[config.mk]
export PLATFORM = sky130hd
export DESIGN_NAME = fifo_sync_r
export DESIGN_NICKNAME = d
export VERILOG_FILES = /design/src/rtl/fifo_sync_r.sv
export SDC_FILE = /design/constraint.sdc
export NUM_CORES = 1
export LEC_CHECK = 0
export ABC_AREA = 1
export BUFFER_PORTS_ARGS = -buffer_cell sky130_fd_sc_hd__buf_2
export CORE_ASPECT_RATIO = 1.5
export CORE_UTILIZATION = 60
export CTS_CLUSTER_DIAMETER = 100
export CTS_CLUSTER_SIZE = 10
export DETAILED_ROUTE_END_ITERATION = 6
export HOLD_SLACK_MARGIN = 0.02
export PLACE_DENSITY = 0.78
export SETUP_SLACK_MARGIN = 0.05
export SKIP_LAST_GASP = 1
export SLEW_MARGIN = 20
export SYNTH_ARGS = -nofsm -noshare
export SYNTH_HDL_FRONTEND = slang
export SYNTH_SLANG_ARGS = --single-unit
[constraint.sdc]
create_clock -name clk -period 2.5 [get_ports clk]
set_input_delay 0.375 -clock clk [delete_from_list [all_inputs] [get_ports clk]]
set_output_delay 0.375 -clock clk [all_outputs]
set_load 0.01 [all_outputs]
[src/rtl/fifo_sync_r.sv]
// Single-clock FIFO with resettable register storage, registered read data and request strobes.
// Define FIFO_SYNC_ALMOST_EN to add the almost_full/almost_empty outputs and their level parameters.
module fifo_sync_r #(
  parameter int WIDTH = 32,
  parameter int DEPTH = 8,
`ifdef FIFO_SYNC_ALMOST_EN
  parameter int AF_LEVEL = DEPTH - 1,
  parameter int AE_LEVEL = 1,
`endif
  localparam int AW = $clog2(DEPTH)
) (
  input  logic             clk,
  input  logic             reset_n,
  input  logic             wr_en,
  input  logic             rd_en,
  input  logic [WIDTH-1:0] d_in,
  output logic [WIDTH-1:0] d_out,
  output logic             full,
  output logic             empty,
  output logic             wr_ack,
  output logic             wr_err,
  output logic             rd_ack,
  output logic             rd_err,
`ifdef FIFO_SYNC_ALMOST_EN
  output logic             almost_full,
  output logic             almost_empty,
`endif
  output logic [AW:0]      data_count
);

  localparam logic [AW:0] C_DEPTH = (AW + 1)'(DEPTH);

  logic [WIDTH-1:0] r_mem [DEPTH];
  logic [AW-1:0]    r_wr_ptr;
  logic [AW-1:0]    r_rd_ptr;
  logic [AW:0]      r_count;
  logic [WIDTH-1:0] r_dout;
  logic             r_wr_ack;
  logic             r_wr_err;
  logic             r_rd_ack;
  logic             r_rd_err;

  logic             w_full;
  logic             w_empty;
  logic             w_wr_acc;
  logic             w_rd_acc;

  assign w_full  = (r_count == C_DEPTH);
  assign w_empty = (r_count == '0);

  // A write into a full FIFO is still taken when a read frees the oldest slot on the same edge.
  assign w_wr_acc = wr_en & (~w_full | rd_en);
  assign w_rd_acc = rd_en & ~w_empty;

  always_ff @(posedge clk or negedge reset_n) begin
    if (!reset_n) begin
      r_wr_ptr <= '0;
      r_rd_ptr <= '0;
      r_count  <= '0;
      r_dout   <= '0;
      r_wr_ack <= 1'b0;
      r_wr_err <= 1'b0;
      r_rd_ack <= 1'b0;
      r_rd_err <= 1'b0;
    end else begin
      r_wr_ack <= w_wr_acc;
      r_wr_err <= wr_en & ~w_wr_acc;
      r_rd_ack <= w_rd_acc;
      r_rd_err <= rd_en & ~w_rd_acc;
      if (w_wr_acc) begin
        r_wr_ptr <= r_wr_ptr + AW'(1);
      end
      if (w_rd_acc) begin
        r_dout   <= r_mem[r_rd_ptr];
        r_rd_ptr <= r_rd_ptr + AW'(1);
      end
      case ({w_wr_acc, w_rd_acc})
        2'b10:   r_count <= r_count + (AW + 1)'(1);
        2'b01:   r_count <= r_count - (AW + 1)'(1);
        default: r_count <= r_count;
      endcase
    end
  end

  // Storage words clear on reset; a full-FIFO read returns the old word before it is overwritten.
  always_ff @(posedge clk or negedge reset_n) begin
    if (!reset_n) begin
      for (int i = 0; i < DEPTH; i++) begin
        r_mem[i] <= '0;
      end
    end else if (w_wr_acc) begin
      r_mem[r_wr_ptr] <= d_in;
    end
  end

  assign d_out      = r_dout;
  assign full       = w_full;
  assign empty      = w_empty;
  assign wr_ack     = r_wr_ack;
  assign wr_err     = r_wr_err;
  assign rd_ack     = r_rd_ack;
  assign rd_err     = r_rd_err;
  assign data_count = r_count;

`ifdef FIFO_SYNC_ALMOST_EN
  localparam logic [AW:0] C_AF = (AW + 1)'(AF_LEVEL);
  localparam logic [AW:0] C_AE = (AW + 1)'(AE_LEVEL);

  assign almost_full  = (r_count >= C_AF);
  assign almost_empty = (r_count <= C_AE);
`endif

endmodule

After elaboration in Yosys (flattened, before gate mapping)
Index checks and enable logic that the tools add are counted.
W data, S select, Z words.
{ "word_totals": {"wordCells": 47, "output_inout_bits": 42, "in_bits": 36, "regBits": 302} }
{ "op_classes": {"n_eq_ne": 3, "reduce_logical": 3, "n_lt_le_gt_ge": 3, "n_bitwise": 11, "n_mux": 7, "addsub": 4} }
{ "op_table": {"columns": ["operator", "n"], "rows": [
  ["$bwmux W256", 1],
  ["$bmux W32 S3", 1],
  ["$demux W32 S3", 1],
  ["$mux W32", 3],
  ["$ge A4 B4 Y1 const B", 2],
  ["$not A3 Y4", 2],
  ["$pmux W4 S2", 1],
  ["$add A3 B1 Y3 const B", 2],
  ["$add A4 B1 Y4 const B", 1],
  ["$and A1 B1 Y1", 4],
  ["$eq A4 B4 Y1 const B", 1],
  ["$logic_not A4 Y1", 1],
  ["$lt A4 B1 Y1 const B", 1],
  ["$not A1 Y1", 4],
  ["$sub A4 B1 Y4 const B", 1],
  ["$eq A2 B1 Y1 const B", 1],
  ["$eq A2 B2 Y1 const B", 1],
  ["$reduce_bool A2 Y1", 1],
  ["$logic_and A1 B1 Y1", 1],
  ["$or A1 B1 Y1", 1]
]} }

Depth between registers and ports, before layout
{ "logic_depth": {"ltp_word": 6, "ltp_mapped": 14} }

Worst setup path after synthesis
Ideal clock, no wire load.
{ "synth_path": {"path_kind": "register to register", "startpoint": "register r_count[0], in the netlist data_count[0]", "endpoint": "register r_count[3], in the netlist data_count[3]", "synth_period_minus_slack_ns": 2.240, "required_ns": 2.384, "slack_ns": 0.260, "setup_time_ns": 0.116, "arrival_ns": 2.124, "stages_incl_launch_ff": 13, "cell_sequence": "dfrtp_1 > nor2_2 > nand3_1 > nand2_2 > inv_2 > buf_4 > ha_1 > ha_1 > or2_2 > nand3_1 > nand2_1 > nand2_1 > nand2_1"} }
{ "synth_via": {"word_cells_on_any_way": 13, "cone_classes": "add/sub (2); eq/ne (3); mux (1); bitwise (5); reduce/logical (2)"} }
{ "synth_lines": {"columns": ["item", "line", "rtl"], "rows": [
  ["start: declaration", "36", "logic [AW:0] r_count;"],
  ["start signal: assignment", "78", "2'b10: r_count <= r_count + (AW + 1)'(1);"],
  ["start signal: assignment", "79", "2'b01: r_count <= r_count - (AW + 1)'(1);"],
  ["start signal: assignment", "80", "default: r_count <= r_count;"],
  ["$logic_not A4 Y1 (*)", "49", "assign w_empty = (r_count == '0);"],
  ["$not A1 Y1 (*)", "53", "assign w_rd_acc = rd_en & ~w_empty;"],
  ["$and A1 B1 Y1 (*)", "53", null],
  ["via w_rd_acc", "46", "logic w_rd_acc;"],
  ["$eq A2 B1 Y1 / $eq A2 B2 Y1 (equally long branches)", "77", "case ({w_wr_acc, w_rd_acc})"],
  ["$pmux W4 S2 / $reduce_bool A2 Y1 (equally long branches)", null, null]
]} }
The timed path passes the listed nets; every way through them passes the cells marked *.
A chain may end at the register's enable or synchronous reset.

Worst setup path in the final report
{ "layout_path": {"startpoint": "register r_count[0], in the netlist data_count[0]", "endpoint": "register r_count[3], in the netlist data_count[3]"} }
{ "layout_via": {"elab_chain_cells": 6, "word_cells_on_any_way": 13, "cone_classes": "add/sub (2); eq/ne (3); mux (1); bitwise (5); reduce/logical (2)"} }
{ "layout_lines": {"columns": ["item", "line", "rtl"], "rows": [
  ["$eq A4 B4 Y1", "48", "assign w_full = (r_count == C_DEPTH);"],
  ["$not A1 Y1", "52", "assign w_wr_acc = wr_en & (~w_full | rd_en);"],
  ["$or A1 B1 Y1", "52", null],
  ["$and A1 B1 Y1", "52", null],
  ["$eq A2 B1 Y1 / $eq A2 B2 Y1 (equally long branches)", "77", null],
  ["$pmux W4 S2 / $reduce_bool A2 Y1 (equally long branches)", null, null]
]} }
Parallel ways exist; a longest one is shown, timed or not.

==> flow_metrics.env <==
export IMPL_status="finished clean"
export IMPL_synth_top_family_by_area="simple AND/OR/NAND/NOR gates"
export IMPL_clk_pin_slew_ps=50
export IMPL_grt_pass1_wl_mm=56.6
export IMPL_n_antenna_cell=0
export IMPL_fin_crit_sh_pct=82.2
export IMPL_switching_power_mw=8.57
export IMPL_drt_iter0_drc=782
export IMPL_worst_pin_slew_ps=903
export IMPL_netlist_area_um2=14600
export IMPL_drive_gt1_share_pct=11.8
export IMPL_gp_congestion=0.751
export IMPL_p_comb_share_pct=40.7
export IMPL_cts_sinks=302
export IMPL_io_buffers=77
export IMPL_cts_root_buffer_cell="clkbuf_16"
export IMPL_synth_mux_area_share_pct=0
export IMPL_postSynthCellCount=1804
export IMPL_start_util_pct=61.4
export IMPL_cp_buffers_inverters=1
export IMPL_fin_nets=1887
export IMPL_dp_final_hpwl_mm=18.6
export IMPL_min_path_type="primary input to register"
export IMPL_cts_resized_gates=0
export IMPL_syn_avg_cell_area_um2=8.11
export IMPL_wire_per_inst_um=15.6
export IMPL_io_pins=78
export IMPL_yosys_register_bits=302
export IMPL_numCtsBuffers=36
export IMPL_ctsHoldBuffers=1
export IMPL_leakage_nw=8.43
export IMPL_synthDistinctLibCells=25
export IMPL_synth_xor_area_share_pct=0.240
export IMPL_num_vias=11544
export IMPL_critical_path_slowest_cell="dfrtp_1"
export IMPL_wl_mm=33.8
export IMPL_clk_latency_ps=510
export IMPL_fin_skew_ps=11.9
export IMPL_die_width_um=129
export IMPL_p_clk_share_pct=20.7
export IMPL_via_per_inst=5.33
export IMPL_ys_seq_area_share_pct=51.7
export IMPL_synthAdderAreaFrac_pct=0.565
export IMPL_rows=69
export IMPL_postRouteAntennaNets=0
export IMPL_setup_ws_ps=445
export IMPL_synthSimpleGateAreaFrac_pct=25.3
export IMPL_critPathMostFrequentCell="nand2_1"
export IMPL_syn_num_nets=1846
export IMPL_crit_required_ps=2940
export IMPL_final_hold_violation_count=0
export IMPL_powerDensity_nw_per_um2=1340
export IMPL_synth_warnings=0
export IMPL_syn_to_final_growth_pct=9.02
export IMPL_crit_chain="nor2_2 > nand3_1 > nand2_2 > inv_2 > ha_1 > ha_1 > or2_2 > nand2_1 > nand3_1 > nand2_1 > nand2_1 > nand2_1"
export IMPL_drc=0
export IMPL_arrival_ps=2500
export IMPL_ir_drop_uv=819
export IMPL_drt_first_pass_iters=5
export IMPL_cts_tree="done"
export IMPL_min_period_ps=2050
export IMPL_grt_start_max_net_pins=130
export IMPL_drv_slew=0
export IMPL_post_synth_top_area_fraction_pct=51.7
export IMPL_grt_pass1_vias=11250
export IMPL_synth_compound_area_share_pct=10.3
export IMPL_rsz0062_at_grt="no"
export IMPL_seq_power_share_pct=38.6
export IMPL_grt_total_usage_pct=28.7
export IMPL_crit_path_start_kind="register"
export IMPL_switching_share_pct=40.0
export IMPL_critical_path_top_delay_family="simple AND/OR/NAND/NOR gates"
export IMPL_cp_end_kind="register"
export IMPL_fmax_mhz=487
export IMPL_antenna_found_initial=0
export IMPL_p_int_mw=12.9
export IMPL_grt_ovfl_total=0
export IMPL_ys_top_cells_by_area="dfrtp_1 52%, nand2_1 17%, o21ai_1 6.9%"
export IMPL_clk_path_buf_depth=3
export IMPL_crit_path_max_fanout=6
export IMPL_cp_slowest_stage_delay_ps=440
export IMPL_h_tree_depth=2
export IMPL_post_place_ws_ps=453
export IMPL_cap_violations=0
export IMPL_die_h_um=193
export IMPL_cts_setup_buffers=0
export IMPL_whs_ps=139
export IMPL_core_area_um2=23800
export IMPL_fp_dieArea_um2=25000
export IMPL_setup_viol=0
export IMPL_fin_setup_tns_ps=0
export IMPL_synth_top_cell_by_area="dfrtp_1"
export IMPL_path_class="register to register"
export IMPL_relSlewSlack_pct=39.8
## final cells by class
cell class	instances	area, um2
Multi-Input combinational cell	1155	5330
Clock buffer	38	930
Timing Repair Buffer	108	806
Tap cell	319	399
Fill cell	1977	7890
Inverter	242	910
Clock inverter	1	8.76
Sequential cell	302	7560
## final timing paths
path | depth (start not counted) | slack [ps] | endpoint | start
max reg2reg | 12 | 450 | data_count[3] | data_count[0]
min | 3 | 140 | rd_err | rd_en
max | 12 | 450 | data_count[3] | data_count[0]
min in group asynchronous | 2 | 470 | d_out[7] | reset_n
min reg2reg | 2 | 470 | d_out[16] | d_out[16]
max in group asynchronous | 3 | 1280 | r_mem[209] | reset_n
## cell families after synthesis
family | Yosys count
AND/OR/NAND/NOR | 884
buffers and inverters | 347
flip-flops | 302
AO/OA/AOI/OAI | 261
adder cells (fa/ha/maj) | 6
XOR/XNOR | 4
## per-stage QoR
step / cell area, um2 / utilization (%) / cells / power (mW)
final: 15900 / 66.9 / 2165 / 21.4
after global routing: 15900 / 66.9 / 2165 / 23.2
after CTS: 15900 / 66.9 / 2165 / 21.5
after detailed placement: 15000 / 62.9 / 2125 / 16.9
after global placement: 15000 / 62.9 / 2125 / 16.6
after floorplan: 14600 / - / 1804 / 14.8
## layout by cell type, fill, tap and decap left out, drive strengths merged
cell type and instances:
buf 107, nor2 12, nand3 205, or2 1
o21ai 261, xor2 3, nand4 1, fa 1
clkinv 1, nor4 1, clkbuf 38, ha 5
dlygate4sd3 1, xnor2 1, inv 242, dfrtp 302
nand2 664
## registers in the layout, indices dropped and copies added (netlist names)
name        count
rd_ack          1
r_wr_ptr        3
data_count      4
d_out          32
wr_err          1
r_rd_ptr        3
rd_err          1
wr_ack          1
r_mem         256
## power by group through the flow
stage | sequential, mW | clock, mW | combinational (mW)
final | 8.27 | 4.45 | 8.72
after global routing | 8.52 | 4.72 | 9.96
after CTS | 8.25 | 4.53 | 8.76
after detailed placement | 8.29 | 0 | 8.66
after global placement | 8.19 | 0 | 8.42
after floorplan | 8.18 | 0 | 6.67
## worst reg2reg max path, stage by stage (launching register included)
cell,delay (ps)
dfrtp_1,440
nor2_2,170
nand3_1,130
nand2_2,100
inv_2,40
ha_1,220
ha_1,310
or2_2,310
nand2_1,70
nand3_1,60
nand2_1,60
nand2_1,40
nand2_1,50
## routing by layer
metal  global-route usage, %  share of wire [%]  vias up
met1                    36.5                 41     5455
met4                    11.4                2.8        0
met2                    48.8                 51      335
met5                       0                  0        -
met3                    4.12                5.2       63
li1                        -                  -     5691
## synth_stat cells
cell,instances
buf_6,49
nand3_4,8
nand2_1,662
dfrtp_1,302
xnor2_1,1
nand2_2,2
o21ai_1,202
buf_12,1
inv_1,241
fa_1,1
o21ai_2,55
nand4_2,1
buf_4,3
xor2_1,3
nor2_1,11
nor2_2,1
nor4_1,1
nand3_1,197
buf_1,8
or2_2,1
ha_1,5
buf_2,33
o21ai_0,4
clkbuf_1,11
inv_2,1
Note: power is estimated with default switching activity, not from simulation.
